**src/rtl/clause_ctrl_pkg.sv**
```systemverilog
// Shared types and constants for the clause controller and its lit-cell chain interface.
package clause_ctrl_pkg;

  typedef enum logic [2:0] {
    StIdle,
    StSettle,
    StDecide,
    StImply,
    StVerify,
    StConflict,
    StAnalyze
  } state_e;

  localparam logic [1:0] FLC_NONE = 2'd0;
  localparam logic [1:0] FLC_ONE  = 2'd1;
  localparam logic [1:0] FLC_MANY = 2'd2;

  localparam int unsigned IMP_CNT_W = 8;

  // Both encodings 2 and 3 mean "two or more free literals".
  function automatic logic flc_is_many(logic [1:0] flc);
    return flc >= FLC_MANY;
  endfunction

endpackage

```
**src/rtl/clause_ctrl_if.sv**
```systemverilog
// Control/result bundle between the clause controller and its lit-cell chain.
interface clause_ctrl_if;
  import clause_ctrl_pkg::*;

  logic                 start_i;
  logic                 flush_i;
  logic [1:0]           freelitcnt_i;
  logic                 clausesat_i;
  logic                 analyze_i;
  logic                 imp_drv_o;
  logic                 cclause_drv_o;
  logic                 busy_o;
  logic                 done_o;
  logic                 sat_o;
  logic                 implied_o;
  logic                 conflict_o;
  logic                 error_o;
  logic [IMP_CNT_W-1:0] imp_cnt_o;

  modport master (
    output start_i, flush_i, freelitcnt_i, clausesat_i, analyze_i,
    input  imp_drv_o, cclause_drv_o, busy_o, done_o, sat_o, implied_o, conflict_o, error_o,
    input  imp_cnt_o
  );

  modport slave (
    input  start_i, flush_i, freelitcnt_i, clausesat_i, analyze_i,
    output imp_drv_o, cclause_drv_o, busy_o, done_o, sat_o, implied_o, conflict_o, error_o,
    output imp_cnt_o
  );

endinterface

```
**src/rtl/clause_ctrl_cycle_timer.sv**
```systemverilog
// 4-bit down-counter: load_i presets the count, expire_o is high once it has reached zero.
module cycle_timer (
  input  logic       clk,
  input  logic       rst,
  input  logic       load_i,
  input  logic [3:0] load_val_i,
  output logic       expire_o
);

  logic [3:0] cnt_q, cnt_d;

  always_comb begin
    cnt_d = cnt_q;
    if (load_i) begin
      cnt_d = load_val_i;
    end else if (cnt_q != 4'd0) begin
      cnt_d = cnt_q - 4'd1;
    end
  end

  always_ff @(posedge clk or negedge rst) begin
    if (!rst) begin
      cnt_q <= 4'd0;
    end else begin
      cnt_q <= cnt_d;
    end
  end

  assign expire_o = (cnt_q == 4'd0);

endmodule

```
**src/rtl/clause_ctrl.sv**
```systemverilog
// Clause evaluation controller: settles the lit-cell chain, decides sat/imply/conflict and
// sequences implication and conflict analysis. All outputs are registered.
module clause_ctrl
  import clause_ctrl_pkg::*;
#(
  parameter int unsigned SETTLE_CYCLES   = 2,
  parameter int unsigned IMP_HOLD_CYCLES = 1
) (
  input logic          clk,
  input logic          rst,
  clause_ctrl_if.slave bus
);

  // Timer counts down to zero, so a wait of N cycles loads N-1.
  localparam logic [3:0] SettleLoad = 4'(SETTLE_CYCLES - 1);
  localparam logic [3:0] HoldLoad   = 4'(IMP_HOLD_CYCLES - 1);

  state_e state_q, state_d;
  logic   hold_done_q, hold_done_d;  // IMPLY sub-phase: 0 = driving, 1 = settling

  logic       tmr_load;
  logic [3:0] tmr_val;
  logic       tmr_expire;

  logic imp_drv_q, imp_drv_d;
  logic cclause_q, cclause_d;
  logic busy_q, busy_d;
  logic done_q, done_d;
  logic sat_q, sat_d;
  logic implied_q, implied_d;
  logic conflict_q, conflict_d;
  logic error_q, error_d;
  logic [IMP_CNT_W-1:0] imp_cnt_q, imp_cnt_d;

  cycle_timer u_timer (
    .clk        (clk),
    .rst        (rst),
    .load_i     (tmr_load),
    .load_val_i (tmr_val),
    .expire_o   (tmr_expire)
  );

  always_comb begin
    state_d     = state_q;
    hold_done_d = hold_done_q;
    tmr_load    = 1'b0;
    tmr_val     = SettleLoad;
    done_d      = 1'b0;
    sat_d       = 1'b0;
    implied_d   = 1'b0;
    error_d     = 1'b0;
    imp_cnt_d   = imp_cnt_q;

    unique case (state_q)
      StIdle: begin
        if (bus.start_i) begin
          state_d  = StSettle;
          tmr_load = 1'b1;
        end
      end
      StSettle: begin
        if (tmr_expire) state_d = StDecide;
      end
      StDecide: begin
        if (bus.clausesat_i) begin
          state_d = StIdle;
          done_d  = 1'b1;
          sat_d   = 1'b1;
        end else if (bus.freelitcnt_i == FLC_NONE) begin
          state_d = StConflict;
        end else if (bus.freelitcnt_i == FLC_ONE) begin
          state_d     = StImply;
          hold_done_d = 1'b0;
          tmr_load    = 1'b1;
          tmr_val     = HoldLoad;
        end else if (flc_is_many(bus.freelitcnt_i)) begin
          state_d = StIdle;
          done_d  = 1'b1;
        end
      end
      StImply: begin
        if (tmr_expire) begin
          if (!hold_done_q) begin
            hold_done_d = 1'b1;
            tmr_load    = 1'b1;
          end else begin
            state_d = StVerify;
          end
        end
      end
      StVerify: begin
        state_d = StIdle;
        done_d  = 1'b1;
        if (bus.clausesat_i) begin
          implied_d = 1'b1;
          if (imp_cnt_q != '1) imp_cnt_d = imp_cnt_q + 1'b1;
        end else begin
          error_d = 1'b1;
        end
      end
      StConflict: begin
        if (bus.analyze_i) state_d = StAnalyze;
      end
      StAnalyze: begin
        if (!bus.analyze_i) begin
          state_d = StIdle;
          done_d  = 1'b1;
        end
      end
      default: state_d = StIdle;
    endcase

    if (bus.flush_i) begin
      state_d   = StIdle;
      tmr_load  = 1'b0;
      done_d    = 1'b0;
      sat_d     = 1'b0;
      implied_d = 1'b0;
      error_d   = 1'b0;
      imp_cnt_d = imp_cnt_q;
    end

    // Level outputs follow the next state so they line up with it after the edge.
    imp_drv_d  = (state_d == StImply) && !hold_done_d;
    cclause_d  = (state_d == StAnalyze);
    conflict_d = (state_d == StConflict) || (state_d == StAnalyze);
    busy_d     = (state_d != StIdle);
  end

  always_ff @(posedge clk or negedge rst) begin
    if (!rst) begin
      state_q     <= StIdle;
      hold_done_q <= 1'b0;
      imp_drv_q   <= 1'b0;
      cclause_q   <= 1'b0;
      busy_q      <= 1'b0;
      done_q      <= 1'b0;
      sat_q       <= 1'b0;
      implied_q   <= 1'b0;
      conflict_q  <= 1'b0;
      error_q     <= 1'b0;
      imp_cnt_q   <= '0;
    end else begin
      state_q     <= state_d;
      hold_done_q <= hold_done_d;
      imp_drv_q   <= imp_drv_d;
      cclause_q   <= cclause_d;
      busy_q      <= busy_d;
      done_q      <= done_d;
      sat_q       <= sat_d;
      implied_q   <= implied_d;
      conflict_q  <= conflict_d;
      error_q     <= error_d;
      imp_cnt_q   <= imp_cnt_d;
    end
  end

  assign bus.imp_drv_o     = imp_drv_q;
  assign bus.cclause_drv_o = cclause_q;
  assign bus.busy_o        = busy_q;
  assign bus.done_o        = done_q;
  assign bus.sat_o         = sat_q;
  assign bus.implied_o     = implied_q;
  assign bus.conflict_o    = conflict_q;
  assign bus.error_o       = error_q;
  assign bus.imp_cnt_o     = imp_cnt_q;

endmodule

```
**src/flat_wrapper.sv**
```systemverilog
// flat-port wrapper written by rule: the top's interface ports become plain ports
module clause_ctrl_flat import clause_ctrl_pkg::*;
#(
  parameter int unsigned SETTLE_CYCLES   = 2,
  parameter int unsigned IMP_HOLD_CYCLES = 1
)
  (clk, rst, bus_start_i, bus_flush_i, bus_freelitcnt_i, bus_clausesat_i, bus_analyze_i, bus_imp_drv_o, bus_cclause_drv_o, bus_busy_o, bus_done_o, bus_sat_o, bus_implied_o, bus_conflict_o, bus_error_o, bus_imp_cnt_o);
  clause_ctrl_if bus_i ();
  input logic clk;
  input logic rst;
  input wire logic [$bits(bus_i.start_i)-1:0] bus_start_i;
  input wire logic [$bits(bus_i.flush_i)-1:0] bus_flush_i;
  input wire logic [$bits(bus_i.freelitcnt_i)-1:0] bus_freelitcnt_i;
  input wire logic [$bits(bus_i.clausesat_i)-1:0] bus_clausesat_i;
  input wire logic [$bits(bus_i.analyze_i)-1:0] bus_analyze_i;
  output wire logic [$bits(bus_i.imp_drv_o)-1:0] bus_imp_drv_o;
  output wire logic [$bits(bus_i.cclause_drv_o)-1:0] bus_cclause_drv_o;
  output wire logic [$bits(bus_i.busy_o)-1:0] bus_busy_o;
  output wire logic [$bits(bus_i.done_o)-1:0] bus_done_o;
  output wire logic [$bits(bus_i.sat_o)-1:0] bus_sat_o;
  output wire logic [$bits(bus_i.implied_o)-1:0] bus_implied_o;
  output wire logic [$bits(bus_i.conflict_o)-1:0] bus_conflict_o;
  output wire logic [$bits(bus_i.error_o)-1:0] bus_error_o;
  output wire logic [$bits(bus_i.imp_cnt_o)-1:0] bus_imp_cnt_o;
  assign bus_i.start_i = bus_start_i;
  assign bus_i.flush_i = bus_flush_i;
  assign bus_i.freelitcnt_i = bus_freelitcnt_i;
  assign bus_i.clausesat_i = bus_clausesat_i;
  assign bus_i.analyze_i = bus_analyze_i;
  assign bus_imp_drv_o = bus_i.imp_drv_o;
  assign bus_cclause_drv_o = bus_i.cclause_drv_o;
  assign bus_busy_o = bus_i.busy_o;
  assign bus_done_o = bus_i.done_o;
  assign bus_sat_o = bus_i.sat_o;
  assign bus_implied_o = bus_i.implied_o;
  assign bus_conflict_o = bus_i.conflict_o;
  assign bus_error_o = bus_i.error_o;
  assign bus_imp_cnt_o = bus_i.imp_cnt_o;
  clause_ctrl #(.SETTLE_CYCLES(SETTLE_CYCLES), .IMP_HOLD_CYCLES(IMP_HOLD_CYCLES)) u_core (.clk(clk), .rst(rst), .bus(bus_i));
endmodule
```
**config.mk**
```make
export PLATFORM = sky130hd
export DESIGN_NAME = clause_ctrl_flat
export DESIGN_NICKNAME = d
export VERILOG_FILES = /design/src/rtl/clause_ctrl_pkg.sv /design/src/rtl/clause_ctrl_if.sv /design/src/rtl/clause_ctrl_cycle_timer.sv /design/src/rtl/clause_ctrl.sv /design/src/flat_wrapper.sv
export SDC_FILE = /design/constraint.sdc
export NUM_CORES = 1
export LEC_CHECK = 0
export CAP_MARGIN = 20
export CORE_ASPECT_RATIO = 0.9
export CORE_UTILIZATION = 55
export DETAILED_ROUTE_END_ITERATION = 10
export MAX_ROUTING_LAYER = met4
export PLACE_DENSITY = 0.94
export SYNTH_ARGS = -nofsm -noshare
export SYNTH_HDL_FRONTEND = slang
export SYNTH_SLANG_ARGS = --single-unit
```
**constraint.sdc**
```tcl
create_clock -name clk -period 2.5 [get_ports clk]
set_input_delay 0.375 -clock clk [delete_from_list [all_inputs] [get_ports clk]]
set_output_delay 0.375 -clock clk [all_outputs]
set_load 0.05 [all_outputs]
```
==> metrics.csv, run 1 <==
stage,metric,value,unit
status,status,"complete, no violations",
detailed_routing,via_per_inst,5.812,
min_path,hp-class,in -> async,
sta,skew,0.01994,ns
sta,grt_setup_unrepaired,no,
die,die_h,48.57,um
detailed_routing,wl,2.540,mm
clocking,cts_buffers,3,
finish,post-route-util,0.7297,
clocking,cts_hold_buf,0,
logic_synthesis,synth-compound-area-share,0.1492,
detailed_routing,drc_errors,0,
worst_setup_path,crit_arrival,1.67,ns
finish,area_growth_syn_to_layout,22.38,%
worst_setup_path,cp_top_family,buffers and inverters,
logic_synthesis,synth_nets,128,
sta,setup_violations,0,
grt,overflow,0,
worst_setup_path,critPathMaxFanout,5,
logic_synthesis,synthSimpleGateAreaFrac,0.2691,
placement,hpwl,1.993,mm
run,cap_violations,0,
finish,diodes,0,
finish,fin_nets,154,
worst_setup_path,worstPathCellList,clkdlybuf4s50_1,
power,power_density,685.1,mW/mm^2
worst_setup_path,r2r.worst_path.cells,7,
die,ios,24,
worst_setup_path,critPathBufInv,1,
placement,numPortBuffers,23,
logic_synthesis,syn-mean-instance-area,11.23,um^2
logic_synthesis,yosys.area_share.xor_xnor,0.05288,
detailed_routing,final_antenna_net_count,0,
worst_setup_path,slowest_delay,0.87,ns
sta,period_minus_slack,2.044,ns
logic_synthesis,synth_area,0.001325,mm^2
worst_setup_path,r2r_start,u_core.u_timer.cnt_q[0],
detailed_routing,vias,988,
logic_synthesis,synth_cells,118,
worst_setup_path,startpoint_type,flip-flop,
die,row_count,16,
detailed_routing,drt_iter0_markers,26,
grt,grt_pass1_vias,954,
die,design.core.area,0.002222,mm^2
logic_synthesis,synth_edf_count,0,
logic_synthesis,synth_seq_area_share,0.4533,
die,initial_utilization,0.5963,
clocking,cts_tree,done,
sta,setup_tns,0,ns
clocking,postCtsSetupRepairBufs,0,
clocking,cts_buffer_depth,2,
finish,largest_register_ffs,8,
sta,maxSlewViolCount,0,
worst_setup_path,cp-end-kind,primary output,
sta,relSlewSlack,0.6400,
clocking,numClockSinks,24,
worst_setup_path,r2r_slack,0.51,ns
logic_synthesis,ys_warn_count,0,
logic_synthesis,synth_ff_type,dfrtp_1,
sta,tightest_slew,0.5382,ns
clocking,htreeDepth,1,
clocking,clkTransAtPathRegs,0.13,ns
detailed_routing,wire_per_inst,14.94,um
finish,seqCellArea,600.6,um^2
logic_synthesis,ys_types,47,
power,p_leak,0.6835,nW
logic_synthesis,synth-seq-cells,24,
finish,multiInputGateArea,670.6,um^2
clocking,cts_resized,0,
power,power,1.111,mW
placement,routabilityCongestion,0.8323,
grt,grt_max_degree,25,
worst_setup_path,crit_slowest_cell,clkdlybuf4s50_1,
worst_setup_path,worst_ep_required_time,2.12,ns
sta,whs,0.3770,ns
worst_setup_path,path_class,reg -> out,
clocking,cts_root_buf,clkbuf_4,
grt,grt_first_pass_wirelength,4.222,mm
worst_setup_path,timing.rr.end,u_core.bus.imp_drv_o,
finish,final_cell_mix,"dfrtp_1, clkdlybuf4s50_1, nor2_1, inv_1",
grt,antenna_found_initial,0,
finish,fill_cells,143,
die,die_width,53.74,um
clocking,clk_latency,0.33,ns
logic_synthesis,synth_top_family_by_area,simple AND/OR/NAND/NOR gates,
finish,final_common_cell,dfrtp_1,
logic_synthesis,synth-async-reset-ratio,1.000,
sta,fin_crit_sh,0.8176,
finish,drive_gt1_frac,0.1399,
power,ir_drop,0.8020,mV
die,die_area,0.002610,mm^2
grt,grt_usage,0.2316,
sta,fmax,489.2,MHz
logic_synthesis,muxShareOfSynthArea,0.01605,
sta,hold_viol,0,
logic_synthesis,synthAdderAreaFrac,0.01889,
detailed_routing,drtPass1Iterations,4,
## logic make-up after synthesis
group | Yosys count
compound gates | 23
xor+xnor | 8
fa+ha+maj | 2
mux | 2
flops | 24
buf+inv | 10
simple gates | 49
## power by group
| part | internal (mW) | total, mW | switching (mW) |
|---|---|---|---|
| clock network | 0.163 | 0.275 | 0.112 |
| registers | 0.439 | 0.492 | 0.0537 |
| logic | 0.154 | 0.344 | 0.190 |
## per-stage QoR
| step | area [um^2] | worst slack (ns) | instances |
|---|---|---|---|
| after floorplan | 1325 | 0.7175 | 118 |
| after global placement | 1569 | 0.6219 | 166 |
| after detailed placement | 1569 | 0.5635 | 166 |
| after CTS | 1622 | 0.4391 | 170 |
| after global routing | 1622 | 0.4067 | 170 |
| final | 1622 | 0.4559 | 170 |
## layer usage
metal  vias up  routed length [um]  track usage
li1        477                   -            -
met1       471                1055       0.2860
met2        32                1278       0.3477
met3         8                 149      0.07233
met4         0                  57      0.09211
met5         -                   0            -
## Yosys cell counts (all sizes together), types with 2 or more instances
| library cell | number | area (um^2) |
|---|---|---|
| a21oi | 5 | 25.02 |
| a31oi | 4 | 40.04 |
| and3 | 3 | 18.77 |
| buf | 3 | 27.52 |
| dfrtp | 24 | 600.6 |
| ha | 2 | 25.02 |
| inv | 7 | 26.27 |
| nand2 | 5 | 18.77 |
| nand2b | 2 | 12.51 |
| nand3 | 4 | 25.02 |
| nand4 | 3 | 18.77 |
| nor2 | 7 | 26.28 |
| nor2b | 4 | 25.02 |
| nor3 | 5 | 35.03 |
| nor3b | 3 | 32.53 |
| nor4b | 3 | 62.56 |
| o21ai | 3 | 15.01 |
| or2b | 2 | 18.77 |
| or3 | 3 | 18.77 |
| or3b | 2 | 17.52 |
| xnor2 | 3 | 26.28 |
| xor2 | 5 | 43.79 |
## how the worst max path moves through the flow
stage                                  from                       to  slack (ns)  cells after the start
floorplan           u_core.bus.imp_cnt_o[0]  u_core.bus.imp_cnt_o[1]        0.72                      4
global placement                bus_flush_i  u_core.bus.imp_cnt_o[1]        0.62                      4
detailed placement              bus_flush_i  u_core.bus.imp_cnt_o[1]        0.56                      4
CTS                 u_core.bus.imp_cnt_o[5]         bus_imp_cnt_o[5]        0.44                      1
global route        u_core.bus.imp_cnt_o[4]         bus_imp_cnt_o[4]        0.41                      1
finish              u_core.bus.imp_cnt_o[5]         bus_imp_cnt_o[5]        0.46                      1
## final cells by class
cell class / count / share of cell area
Clock inverter: 1 / 0.01852
Timing Repair Buffer: 24 / 0.1466
Clock buffer: 3 / 0.01389
Sequential cell: 24 / 0.3704
Multi-Input combinational cell: 84 / 0.4136
Tap cell: 27 / 0.02083
Inverter: 7 / 0.01620
Note: power is estimated with default switching activity, not from simulation.
==> inputs of run 2 (changes only) <==
CORE_UTILIZATION = 51   (was 55)
PLACE_DENSITY = 0.89   (was 0.94)
clock period = 2.1 ns   (was 2.5 ns; I/O delays follow)
==> metrics.csv, run 2 (same netlist as run 1, synthesis figures left out) <==
stage,metric,value,unit,change
status,status,"complete, no violations",,unchanged
grt,grt_first_pass_wirelength,4.257,mm,was 4.222 mm
finish,design_area,0.001623,mm^2,was 0.001622 mm^2
worst_setup_path,r2r_slack,0.14,ns,was 0.51 ns
grt,busiest_layer,met2,,unchanged
clocking,cts_buffer_depth,2,,unchanged
die,die_h,50.36,um,was 48.57 um
detailed_routing,vias,999,,was 988
clocking,htreeDepth,1,,unchanged
finish,fill_cells,172,,was 143
clocking,postCtsSetupRepairBufs,0,,unchanged
grt,met1_usage,0.2563,,was 0.2860
die,row_count,17,,was 16
run,cap_violations,0,,unchanged
sta,grt_setup_unrepaired,no,,unchanged
placement,routabilityCongestion,0.8395,,was 0.8323
detailed_routing,drt_iter0_markers,45,,was 26
sta,skew,0.003067,ns,was 0.01994 ns
finish,area_growth_syn_to_layout,22.47,%,was 22.38%
clocking,clk_latency,0.33,ns,about the same
placement,hpwl,1.886,mm,was 1.993 mm
die,design.core.area,0.002446,mm^2,was 0.002222 mm^2
detailed_routing,drc_errors,0,,unchanged
finish,diodes,0,,unchanged
sta,tightest_slew,0.5118,ns,was 0.5382 ns
power,power_density,826.5,mW/mm^2,was 685.1 mW/mm^2
clocking,cts_resized,0,,unchanged
sta,finalWorstSetupSlack,0.1379,ns,was 0.4559 ns
die,die_width,55.73,um,was 53.74 um
grt,overflow,0,,unchanged
detailed_routing,via_per_inst,5.842,,was 5.812
sta,relSlewSlack,0.6577,,was 0.6400
worst_setup_path,critPathMaxFanout,5,,unchanged
clocking,cts_hold_buf,0,,unchanged
grt,grt_max_degree,25,,unchanged
worst_setup_path,crit_arrival,2.19,ns,was 1.67 ns
grt,use_met3,0.02577,,was 0.07233
min_path,hp-class,in -> async,,unchanged
finish,final_cell_mix,"dfrtp_1, clkdlybuf4s50_1, nor2_1, inv_1",,unchanged
sta,hold_viol,0,,unchanged
worst_setup_path,path_class,reg -> reg,,was reg -> out
placement,numPortBuffers,23,,unchanged
placement,placed_cell_area,0.001570,mm^2,was 0.001569 mm^2
detailed_routing,final_antenna_net_count,0,,unchanged
sta,setup_tns,0,ns,unchanged
sta,fmax,509.6,MHz,
grt,grt_usage,0.1985,,was 0.2316
placement,preCtsSetupSlack,0.2227,ns,was 0.5635 ns
grt,use_met2,0.3273,,was 0.3477
grt,grt_pass1_vias,955,,was 954
detailed_routing,drtPass1Iterations,4,,unchanged
sta,period_minus_slack,1.962,ns,
worst_setup_path,startpoint_type,flip-flop,,unchanged
clocking,numClockSinks,24,,unchanged
sta,fin_crit_sh,0.9344,,
power,p_leak,0.6835,nW,unchanged
clocking,cts_tree,done,,unchanged
worst_setup_path,worst_ep_required_time,2.33,ns,was 2.12 ns
power,ir_drop,0.7781,mV,was 0.8020 mV
finish,final_common_cell,dfrtp_1,,unchanged
detailed_routing,wire_per_inst,14.98,um,was 14.94 um
finish,largest_register_ffs,8,,unchanged
worst_setup_path,cp-end-kind,flip-flop,,was primary output
clocking,clkTransAtPathRegs,0.13,ns,about the same
die,ios,24,,unchanged
finish,drive_gt1_frac,0.1399,,unchanged
die,die_area,0.002806,mm^2,was 0.002610 mm^2
clocking,cts_buffers,3,,unchanged
sta,setup_violations,0,,unchanged
die,initial_utilization,0.5417,,was 0.5963
grt,antenna_found_initial,0,,unchanged
finish,fin_nets,154,,unchanged
clocking,cts_root_buf,clkbuf_4,,unchanged
detailed_routing,wl,2.561,mm,was 2.540 mm
sta,maxSlewViolCount,0,,unchanged
==> run 2: routing by layer <==
metal / wire length (um) / vias up / share of wire
li1: - / 475 / -
met1: 1170 / 484 / 0.46
met2: 1249 / 34 / 0.49
met3: 104 / 6 / 0.041
met4: 37 / 0 / 0.014
met5: 0 / - / 0
==> run 2: worst paths after layout <==
path,from,end,depth (start not counted)
min in group clk,u_core.bus.imp_cnt_o[7],u_core.bus.imp_cnt_o[7],1
worst min-delay path,rst,u_core.u_timer.cnt_q[1],2
worst max-delay path,u_core.u_timer.cnt_q[0],u_core.bus.imp_drv_o,7
worst max register to register,u_core.u_timer.cnt_q[0],u_core.bus.imp_drv_o,7
max in group asynchronous,rst,u_core.bus.busy_o,2
worst min register to register,u_core.bus.imp_cnt_o[7],u_core.bus.imp_cnt_o[7],1
==> run 2: area by class of cell <==
class                      count  area [um^2]  share of cell area
clock buffer                   3        22.52             0.01388
clock inverter                 1        30.03             0.01850
inverter                       7        26.28             0.01619
multi-input combinational     84        670.6              0.4133
sequential                    24        600.6              0.3701
tap                           28        35.03             0.02159
timing repair buffer          24        237.7              0.1465
==> run 2: power by group <==
group	switching (mW)	total, mW	internal [mW]
Combinational	0.227	0.411	0.184
Clock	0.148	0.341	0.193
Sequential	0.0668	0.589	0.522
Total	0.442	1.34	0.900
==> run 2: per-stage QoR <==
stage	power (mW)	hold slack, ns	instances	utilization
6_report	1.341	0.3178	171	0.6634
4_1_cts	1.343	0.3299	171	0.6634
3_5_place_dp	1.002	0.4912	167	0.6419
2_1_floorplan	0.9010	0.01941	118	-
5_1_grt	1.411	0.3467	171	0.6634
3_3_place_gp	0.9741	0.4819	167	0.6419
==> run 2: critical path, cell delays in order, from the launching register on <==
cell     delay, ns
dfrtp_1       0.40
inv_1         0.09
ha_1          0.23
or3b_1        0.46
nor3_1        0.36
o31ai_2       0.17
inv_2         0.10
nor4b_4       0.04
==> inputs of run 3 (changes only) <==
CTS_BUF_LIST = sky130_fd_sc_hd__clkbuf_4 sky130_fd_sc_hd__clkbuf_8 sky130_fd_sc_hd__clkbuf_16   (was unset)
CTS_CLUSTER_DIAMETER = 200   (was unset)
==> results of run 3 <==
No change in the layout: final DEF, timing and power equal those of run 2.
